[src/rtl/gprs_wrport_arb_if.sv]
// Bundle between the retire / long-latency return producers and the GPR write-port arbiter.
// master: producer side (retire stream, lr return stream, GPR file observer).
// slave:  the arbiter.
interface gprs_wrport_arb_if #(
    parameter int unsigned DEPTH = 4,
    parameter int unsigned XLEN  = 32,
    parameter int unsigned AW    = 5
);
    localparam int unsigned CW = $clog2(DEPTH) + 1;

    // Retire write stream (no backpressure)
    logic            wren_rb0;
    logic [AW-1:0]   wraddr_rb0;
    logic [XLEN-1:0] wrdata_rb0;

    // Long-latency return stream
    logic            lr_valid;
    logic            lr_ready;
    logic [AW-1:0]   lr_addr;
    logic [XLEN-1:0] lr_data;

    // Registered GPR write port and status
    logic            wren_gp;
    logic [AW-1:0]   wraddr_gp;
    logic [XLEN-1:0] wrdata_gp;
    logic            stall_req;
    logic [CW-1:0]   lr_cnt;

    modport master (
        output wren_rb0, wraddr_rb0, wrdata_rb0,
        output lr_valid, lr_addr, lr_data,
        input  lr_ready,
        input  wren_gp, wraddr_gp, wrdata_gp, stall_req, lr_cnt
    );

    modport slave (
        input  wren_rb0, wraddr_rb0, wrdata_rb0,
        input  lr_valid, lr_addr, lr_data,
        output lr_ready,
        output wren_gp, wraddr_gp, wrdata_gp, stall_req, lr_cnt
    );
endinterface

[src/rtl/gprs_wrport_arb.sv]
// GPR write-port arbiter: retire writes always win; long-latency returns queue in a small
// FIFO and drain into idle port cycles. A starvation counter raises stall_req so the
// scoreboard inserts a retire bubble and the queue cannot be starved forever.
// Optional feature: define GPRWR_WAW_SQUASH_EN to drop queued returns made stale by a
// younger retire write to the same register.
module gprs_wrport_arb #(
    parameter int unsigned DEPTH      = 4,
    parameter int unsigned STARVE_MAX = 8,
    parameter int unsigned XLEN       = 32,
    parameter int unsigned AW         = 5
) (
    input logic               clk,
    input logic               reset,
    gprs_wrport_arb_if.slave  port_io
);
    localparam int unsigned PW = $clog2(DEPTH);
    localparam int unsigned CW = PW + 1;
    localparam logic [7:0] StarveMax = 8'(STARVE_MAX);

    logic [CW-1:0]   cnt_q, cnt_d;
    logic [PW-1:0]   wr_ptr_q, rd_ptr_q;
    logic [AW-1:0]   fifo_addr_q [DEPTH];
    logic [XLEN-1:0] fifo_data_q [DEPTH];
    logic [7:0]      starve_q, starve_d;
    logic            stall_q, stall_d;
    logic            ready_en_q;
    logic            wren_q;
    logic [AW-1:0]   wraddr_q;
    logic [XLEN-1:0] wrdata_q;

    logic retire_req, lr_ready, push, pop, fifo_empty, head_live, lr_write;

    // Writes to x0 never reach the port
    assign retire_req = port_io.wren_rb0 && (port_io.wraddr_rb0 != '0);
    assign fifo_empty = (cnt_q == '0);
    // ready_en_q keeps lr_ready low through reset and releases it one edge later
    assign lr_ready   = ready_en_q && (cnt_q < CW'(DEPTH));
    // x0 returns are accepted but dropped on the floor
    assign push       = port_io.lr_valid && lr_ready && (port_io.lr_addr != '0);

`ifdef GPRWR_WAW_SQUASH_EN
    logic [DEPTH-1:0] live_q, live_d;

    assign head_live = live_q[rd_ptr_q];
    // A dead head leaves even under a retire grant, so it never costs a port cycle
    assign pop       = !fifo_empty && (!head_live || !retire_req);

    // Invalidate queued entries overwritten by the granted retire write
    always_comb begin
        live_d = live_q;
        if (retire_req) begin
            for (int unsigned i = 0; i < DEPTH; i++) begin
                if (fifo_addr_q[i] == port_io.wraddr_rb0) begin
                    live_d[i] = 1'b0;
                end
            end
        end
        // A same-cycle return is older than the retire write
        if (push) begin
            live_d[wr_ptr_q] = !(retire_req && (port_io.lr_addr == port_io.wraddr_rb0));
        end
    end

    // Per-entry live flags
    always_ff @(posedge clk or negedge reset) begin
        if (!reset) begin
            live_q <= '0;
        end else begin
            live_q <= live_d;
        end
    end
`else
    assign head_live = 1'b1;
    assign pop       = !fifo_empty && !retire_req;
`endif

    assign lr_write = pop && head_live && !retire_req;

    // Occupancy, starvation counter and bubble request next state
    always_comb begin
        cnt_d = cnt_q;
        if (push && !pop) begin
            cnt_d = cnt_q + CW'(1);
        end else if (pop && !push) begin
            cnt_d = cnt_q - CW'(1);
        end

        starve_d = starve_q;
        if (fifo_empty || pop) begin
            starve_d = '0;
        end else if (starve_q < StarveMax) begin
            starve_d = starve_q + 8'd1;
        end

        stall_d = stall_q;
        if (fifo_empty || pop) begin
            stall_d = 1'b0;
        end else if (starve_d == StarveMax) begin
            stall_d = 1'b1;
        end
    end

    // FIFO storage, pointers, counters and the registered write port
    always_ff @(posedge clk or negedge reset) begin
        if (!reset) begin
            cnt_q      <= '0;
            wr_ptr_q   <= '0;
            rd_ptr_q   <= '0;
            starve_q   <= '0;
            stall_q    <= 1'b0;
            ready_en_q <= 1'b0;
            wren_q     <= 1'b0;
            wraddr_q   <= '0;
            wrdata_q   <= '0;
            for (int unsigned i = 0; i < DEPTH; i++) begin
                fifo_addr_q[i] <= '0;
                fifo_data_q[i] <= '0;
            end
        end else begin
            ready_en_q <= 1'b1;
            cnt_q      <= cnt_d;
            starve_q   <= starve_d;
            stall_q    <= stall_d;

            if (push) begin
                fifo_addr_q[wr_ptr_q] <= port_io.lr_addr;
                fifo_data_q[wr_ptr_q] <= port_io.lr_data;
                wr_ptr_q              <= wr_ptr_q + PW'(1);
            end
            if (pop) begin
                rd_ptr_q <= rd_ptr_q + PW'(1);
            end

            // Address/data hold their last value on idle cycles
            if (retire_req) begin
                wren_q   <= 1'b1;
                wraddr_q <= port_io.wraddr_rb0;
                wrdata_q <= port_io.wrdata_rb0;
            end else if (lr_write) begin
                wren_q   <= 1'b1;
                wraddr_q <= fifo_addr_q[rd_ptr_q];
                wrdata_q <= fifo_data_q[rd_ptr_q];
            end else begin
                wren_q   <= 1'b0;
            end
        end
    end

    assign port_io.lr_ready  = lr_ready;
    assign port_io.wren_gp   = wren_q;
    assign port_io.wraddr_gp = wraddr_q;
    assign port_io.wrdata_gp = wrdata_q;
    assign port_io.stall_req = stall_q;
    assign port_io.lr_cnt    = cnt_q;

endmodule

[src/flat_wrapper.sv]
// flat-port wrapper written by rule: the top's interface ports become plain ports
module gprs_wrport_arb_flat 
#(
    parameter int unsigned DEPTH      = 4,
    parameter int unsigned STARVE_MAX = 8,
    parameter int unsigned XLEN       = 32,
    parameter int unsigned AW         = 5
)
  (clk, reset, port_io_wren_rb0, port_io_wraddr_rb0, port_io_wrdata_rb0, port_io_lr_valid, port_io_lr_addr, port_io_lr_data, port_io_lr_ready, port_io_wren_gp, port_io_wraddr_gp, port_io_wrdata_gp, port_io_stall_req, port_io_lr_cnt);
  gprs_wrport_arb_if #(.DEPTH(DEPTH), .XLEN(XLEN), .AW(AW)) port_io_i ();
  input logic clk;
  input logic reset;
  input wire logic [$bits(port_io_i.wren_rb0)-1:0] port_io_wren_rb0;
  input wire logic [$bits(port_io_i.wraddr_rb0)-1:0] port_io_wraddr_rb0;
  input wire logic [$bits(port_io_i.wrdata_rb0)-1:0] port_io_wrdata_rb0;
  input wire logic [$bits(port_io_i.lr_valid)-1:0] port_io_lr_valid;
  input wire logic [$bits(port_io_i.lr_addr)-1:0] port_io_lr_addr;
  input wire logic [$bits(port_io_i.lr_data)-1:0] port_io_lr_data;
  output wire logic [$bits(port_io_i.lr_ready)-1:0] port_io_lr_ready;
  output wire logic [$bits(port_io_i.wren_gp)-1:0] port_io_wren_gp;
  output wire logic [$bits(port_io_i.wraddr_gp)-1:0] port_io_wraddr_gp;
  output wire logic [$bits(port_io_i.wrdata_gp)-1:0] port_io_wrdata_gp;
  output wire logic [$bits(port_io_i.stall_req)-1:0] port_io_stall_req;
  output wire logic [$bits(port_io_i.lr_cnt)-1:0] port_io_lr_cnt;
  assign port_io_i.wren_rb0 = port_io_wren_rb0;
  assign port_io_i.wraddr_rb0 = port_io_wraddr_rb0;
  assign port_io_i.wrdata_rb0 = port_io_wrdata_rb0;
  assign port_io_i.lr_valid = port_io_lr_valid;
  assign port_io_i.lr_addr = port_io_lr_addr;
  assign port_io_i.lr_data = port_io_lr_data;
  assign port_io_lr_ready = port_io_i.lr_ready;
  assign port_io_wren_gp = port_io_i.wren_gp;
  assign port_io_wraddr_gp = port_io_i.wraddr_gp;
  assign port_io_wrdata_gp = port_io_i.wrdata_gp;
  assign port_io_stall_req = port_io_i.stall_req;
  assign port_io_lr_cnt = port_io_i.lr_cnt;
  gprs_wrport_arb #(.DEPTH(DEPTH), .STARVE_MAX(STARVE_MAX), .XLEN(XLEN), .AW(AW)) u_core (.clk(clk), .reset(reset), .port_io(port_io_i));
endmodule
[config.mk]
export PLATFORM = sky130hd
export DESIGN_NAME = gprs_wrport_arb_flat
export DESIGN_NICKNAME = d
export VERILOG_FILES = /design/src/rtl/gprs_wrport_arb_if.sv /design/src/rtl/gprs_wrport_arb.sv /design/src/flat_wrapper.sv
export SDC_FILE = /design/constraint.sdc
export NUM_CORES = 1
export LEC_CHECK = 0
export CAP_MARGIN = 20
export CORE_MARGIN = 3
export CORE_UTILIZATION = 25
export CTS_BUF_LIST = sky130_fd_sc_hd__clkbuf_2 sky130_fd_sc_hd__clkbuf_4 sky130_fd_sc_hd__clkbuf_8
export DETAILED_ROUTE_END_ITERATION = 8
export HOLD_SLACK_MARGIN = 0.15
export SYNTH_ARGS = -nofsm -noshare
export SYNTH_HDL_FRONTEND = slang
export SYNTH_SLANG_ARGS = --single-unit
[constraint.sdc]
create_clock -name clk -period 3 [get_ports clk]
set_input_delay 0.3 -clock clk [delete_from_list [all_inputs] [get_ports clk]]
set_output_delay 0.3 -clock clk [all_outputs]
set_load 0.01 [all_outputs]
==> flow_summary.json, run 1 <==
{
  "hp-class": "in -> reg",
  "peakVddDrop_v": 0.000373,
  "synth_area_leaders": "dfrtp_1 (53%), mux2_4 (19%), mux4_2 (8.7%)",
  "routed-via-count": 5678,
  "clkTransAtPathRegs_ns": 0.05,
  "grt_pass1_vias": 6328,
  "drt_iter0_drc": 197,
  "yosysTopAreaCellShare_pct": 53.3,
  "synth_edf_count": 0,
  "cts_resized": 0,
  "hp-start": "port_io_wrdata_rb0[4]",
  "critPathLaunchType": "input pin",
  "powerDensity_mw_per_mm2": 1020,
  "finalMaxSlewViolations": 0,
  "first_pass_iters": 4,
  "maxClockFrequency_mhz": 442,
  "cts_setup_buffers": 0,
  "htreeDepth": 2,
  "ant_nets": 0,
  "finalCriticalPeriod_ns": 2.26,
  "grt_pass1_wl_um": 37700,
  "drc": 0,
  "die_h_um": 201,
  "final_util_pct": 32.7,
  "final_cell_mix": "dfrtp_1 (201), mux2_4 (120), clkdlybuf4s50_1 (119)",
  "r2r_cells": 8,
  "slowest_delay_ns": 0.56,
  "yosysWarnings": 0,
  "wl_um": 23200,
  "die_area_sq_mm": 0.0405,
  "cts_buffer_depth": 3,
  "synth_cell_types": 37,
  "slowest_stage": "or4_1",
  "clock_sinks": 203,
  "syn-num-nets": 720,
  "r2r_start": "u_core.port_io.lr_cnt[2]",
  "skew_ns": 0.0116,
  "reg2reg_setup_slack_ns": 0.80,
  "critPathRequiredTime_ns": 3.40,
  "stdcell_count": 1312,
  "insertion_delay_ns": 0.52,
  "ios": 121,
  "yosys_most_used_dff": "dfrtp_1",
  "seqCellArea_sq_mm": 0.00508,
  "initial_core_util_pct": 25.7,
  "cts-root-buf": "clkbuf_8",
  "fin_tns_setup_ns": 0,
  "finalCritPeriodShare_pct": 75.5,
  "cts_tree": "done",
  "syn_to_final_growth_pct": 27.1,
  "routed_via_density": 4.33,
  "post_drt_wl_per_cell_um": 17.6,
  "postSynthCellCount": 635,
  "gr-usage-all-layers_pct": 11.7,
  "rsz0062_at_grt": "no",
  "async_flop_share_pct": 100,
  "multi_input_area_sq_mm": 0.00410,
  "finalHoldViolations": 0,
  "cp_common_cell": "buf_4",
  "syn_area_per_cell_sq_um": 15.0,
  "num_rows": 70,
  "antenna_found_initial": 0,
  "outcome": "complete, no violations",
  "path_class": "in -> reg",
  "worstSetupStartpoint": "port_io_lr_addr[3]",
  "cp.buffers_inverters": 3,
  "yosysSeqAreaShare_pct": 53.3,
  "cp.depth": 7,
  "rr_endpoint": "u_core.port_io.lr_cnt[2]",
  "final_common_cell": "dfrtp_1",
  "holdWs_ns": 0.365,
  "fp.dieW_um": 201,
  "setup_viol": 0,
  "antenna_cells": 0,
  "endpoint": "u_core.fifo_data_q[35]",
  "worstSetupEndpointType": "register",
  "ys_seq_elements": 203,
  "port-buffer-count": 120,
  "p_total_w": 0.0124,
  "cpLargestDelayFamily": "buffers and inverters",
  "power_leakage_nw": 5.54,
  "grt_max_degree": 95,
  "nets": 867,
  "drive_gt1_share_pct": 35.5,
  "numCtsBuffers": 37,
  "path_max_fanout": 23,
  "synth_top_cell_by_area": "dfrtp_1",
  "cap_violations": 0,
  "grt_overflow": 0,
  "worstMarginPinSlew_ns": 0.871,
  "worstPathCellList": "clkdlybuf4s50_1 > or4_1 > o211a_1 > buf_4 > nand2_8 > buf_4 > mux2_4",
  "gp_congestion": 0.701,
  "worstPathArrival_ns": 2.66,
  "dp_hpwl_um": 15000,
  "slew-limit-headroom_pct": 42.0,
  "placedCellCount": 1246,
  "fillers": 3696,
  "syn_area_sq_mm": 0.00953,
  "core_sq_mm": 0.0370
}
[Yosys cell counts (3+ instances only)]
cell type / number
a21oi_1: 74
and3_1: 4
buf_12: 12
buf_2: 4
clkbuf_1: 19
dfrtp_1: 203
ha_1: 6
inv_1: 3
mux2_2: 29
mux2_4: 120
mux4_2: 37
nand2_1: 42
nand2_8: 4
nor2_1: 42
or4_1: 3
xnor2_1: 6
[report_power, final]
| group | switching (W) | leakage (nW) | total [W] | internal [W] |
|---|---|---|---|---|
| Sequential | 0.00100 | 2.47 | 0.00504 | 0.00403 |
| Combinational | 0.00157 | 2.65 | 0.00454 | 0.00297 |
| Clock | 0.00116 | 0.422 | 0.00279 | 0.00163 |
[stage by stage]
step	cell area [sq um]	setup slack, ns
floorplan	9530	0.753
global placement	11300	0.232
detailed placement	11300	0.194
CTS	12100	0.761
global route	12100	0.634
finish	12100	0.736
[tightest hold or removal path: cells and delay by family]
family / cells / cell delay, ns
simple gates: 1 / 0.10
compound gates: 1 / 0.05
buf+inv: 1 / 0.40
[flip-flops by register name (all words and copies together), names as in the netlist]
register,cells
u_core.fifo_data_q,128
u_core.wr_ptr_q,2
u_core.starve_q,8
u_core.port_io.wren_gp,1
u_core.rd_ptr_q,2
u_core.ready_en_q,1
u_core.fifo_addr_q,20
u_core.port_io.wrdata_gp,32
u_core.port_io.stall_req,1
u_core.port_io.wraddr_gp,5
u_core.port_io.lr_cnt,3
[timing repair]
action                                  in CTS  in global routing
hold buffers                                 1                  0
endpoints found under the setup margin       0                  0
endpoints found under the hold margin       88                  0
[kinds of logic (layout without fill, tap and decap cells)]
kind of cell    Yosys count  count (layout)  share of synthesized area [%]
xor+xnor                  8               8                          0.736
buf+inv                  41             214                           3.80
other cells               1               1                         0.0394
fa+ha+maj                 7               7                          0.998
simple gates            104             104                           5.25
compound gates           83              83                           4.56
flops                   203             203                           53.3
mux                     188             188                           31.3
[layer usage]
layer | GRT usage [%] | wire length [um]
met1 | 15.8 | 10700
met2 | 19.0 | 10900
met3 | 2.46 | 1080
met4 | 3.26 | 455
met5 | 0 | 0
[layout make-up]
type | instances | share of cell area [%]
clock inverter | 7 | 0.516
sequential | 203 | 42.0
tap | 504 | 5.21
clock buffer | 58 | 6.02
multi-input combinational | 391 | 33.9
timing repair buffer | 146 | 12.3
inverter | 3 | 0.0930
[worst min-delay path by stage]
stage / endpoint / slack [ns] / cells past startpoint
after global routing: u_core.port_io.wrdata_gp[6] / 0.35 / 3
after detailed placement: u_core.fifo_data_q[106] / 0.44 / 1
after CTS: u_core.port_io.wrdata_gp[0] / 0.32 / 3
final: u_core.port_io.wrdata_gp[4] / 0.37 / 3
after floorplan: u_core.fifo_addr_q[0] / 0.004 / 0
after global placement: u_core.fifo_data_q[8] / 0.44 / 1
Power figures use the tool's default switching activity.
==> run 2, diff against run 1 <==
Clock period 3 ns to 2.13 ns, I/O delays scaled along.
==> run 2 against run 1 <==
Effect of this change: worst hold slack got worse by 0.16 ns; largest power group is now combinational logic; critical path type unchanged; sequential share of layout area fell by 1.6 points; global-route usage shrank 0.099 points.
==> flow_summary.json, run 2 (synthesis results as in run 1) <==
{
  "cap_violations": 0,
  "skew_ns": 0.0128,
  "dp_hpwl_um": 15500,
  "clock_sinks": 203,
  "post_drt_wl_per_cell_um": 17.3,
  "rr_endpoint": "u_core.port_io.lr_cnt[2]",
  "antenna_cells": 0,
  "hp-class": "in -> async",
  "die_area_sq_mm": 0.0405,
  "htreeDepth": 2,
  "first_pass_iters": 4,
  "die_h_um": 201,
  "gp_congestion": 0.712,
  "setup_viol": 0,
  "holdWs_ns": 0.207,
  "ios": 121,
  "r2r_start": "u_core.port_io.lr_cnt[2]",
  "cts_tree": "done",
  "r2r_cells": 8,
  "final_cell_mix": "dfrtp_1 (200), mux2_4 (120), clkdlybuf4s50_1 (119)",
  "outcome": "complete, no violations",
  "drive_gt1_share_pct": 38.5,
  "regMostFlops": "u_core.fifo_data_q",
  "wl_um": 23200,
  "path_max_fanout": 9,
  "num_rows": 70,
  "placedCellCount": 1275,
  "powerDensity_mw_per_mm2": 1430,
  "slew-limit-headroom_pct": 61.3,
  "worstSetupEndpointType": "register",
  "power_leakage_nw": 5.77,
  "finalCriticalPeriod_ns": 2.01,
  "grt_pass1_vias": 6452,
  "drt_iter0_drc": 179,
  "final_common_cell": "dfrtp_1",
  "endpoint": "u_core.fifo_data_q[60]",
  "path_class": "in -> reg",
  "routed_via_density": 4.27,
  "peakVddDrop_v": 0.000681,
  "nets": 897,
  "grt_overflow": 0,
  "grt_max_degree": 62,
  "finalHoldViolations": 0,
  "fp.dieW_um": 201,
  "critPathRequiredTime_ns": 2.52,
  "fillers": 3645,
  "clkTransAtPathRegs_ns": 0.06,
  "core_sq_mm": 0.0370,
  "finalCritPeriodShare_pct": 94.2,
  "grt_pass1_wl_um": 37600,
  "routed-via-count": 5740,
  "worstMarginPinSlew_ns": 0.581,
  "antenna_found_initial": 1,
  "syn_to_final_growth_pct": 32.2,
  "initial_core_util_pct": 25.7,
  "numCtsBuffers": 38,
  "critPathLaunchType": "input pin",
  "worstPathArrival_ns": 2.40,
  "maxClockFrequency_mhz": 499,
  "stdcell_count": 1343,
  "worstSetupStartpoint": "port_io_lr_addr[3]",
  "cts_setup_buffers": 0,
  "insertion_delay_ns": 0.52,
  "gr-usage-all-layers_pct": 11.6,
  "rsz0062_at_grt": "no",
  "finalMaxSlewViolations": 0,
  "cts-root-buf": "clkbuf_8",
  "cts_buffer_depth": 3,
  "port-buffer-count": 120,
  "ant_nets": 0,
  "largest_reg_flops": 128,
  "drc": 0,
  "reg2reg_setup_slack_ns": 0.16
}
==> run 2: cell count changes in the layout (fill, tap and decap cells not counted), moves of 2 or more <==
cell,change
clkbuf_4,-3
clkinvlp_4,+2
bufinv_16,+2
clkbuf_8,+2
buf_12,+12
buf_4,+17
==> run 2: layout make-up <==
class | instances | area, sq um | share of cell area, %
Timing Repair Buffer | 175 | 1860 | 14.8
Multi-Input combinational cell | 391 | 4140 | 32.9
Inverter | 3 | 11.3 | 0.0894
Tap cell | 504 | 631 | 5.01
Clock inverter | 10 | 133 | 1.05
Sequential cell | 203 | 5090 | 40.4
Clock buffer | 57 | 734 | 5.83
==> run 2: worst min-delay path by stage <==
stage / from / end / slack, ns
final: reset / u_core.port_io.wrdata_gp[30] / 0.21
after floorplan: reset / u_core.fifo_addr_q[0] / -0.08
after CTS: reset / u_core.fifo_data_q[53] / 0.18
after global placement: reset / u_core.port_io.wrdata_gp[30] / 0.18
after detailed placement: reset / u_core.port_io.wrdata_gp[30] / 0.19
after global routing: reset / u_core.port_io.wrdata_gp[30] / 0.20
==> run 2: power breakdown <==
part,switching [W],internal [W]
clock,0.00166,0.00257
sequential,0.00101,0.00569
combinational,0.00263,0.00441
==> run 2: worst max-delay path, cell delays in order <==
cell	delay [ns]
clkdlybuf4s50_1	0.45
or4_1	0.56
o211a_4	0.29
buf_4	0.22
nand2_8	0.17
buf_4	0.16
mux2_2	0.33
==> run 2: repair_timing <==
| action | CTS | global route |
|---|---|---|
| gates cloned | 0 | 0 |
| hold buffers | 1 | 0 |
| gates resized for setup | 1 | 4 |
| pin swaps | 0 | 2 |
| endpoints found under the setup margin | 1 | 1 |
| endpoints found under the hold margin | 203 | 0 |
==> run 2: routing by layer <==
metal	routed length, um	global-route usage [%]
met5	9	0
met4	393	2.82
met3	1120	2.99
met2	11200	19.3
met1	10500	15.1
==> run 2: stage by stage <==
stage | utilization, % | TNS, ns | total power, W | cell area [sq um] | setup slack [ns]
after detailed placement | 31.6 | -60.06 | 0.0139 | 11700 | -0.436
after global routing | 34.0 | 0 | 0.0191 | 12600 | 0.0317
final | 34.0 | 0 | 0.0180 | 12600 | 0.124
after global placement | 31.6 | -57.95 | 0.0137 | 11700 | -0.412
after CTS | 33.9 | 0 | 0.0183 | 12600 | 0.0288
after floorplan | - | -0.00171 | 0.0114 | 9560 | -0.00171
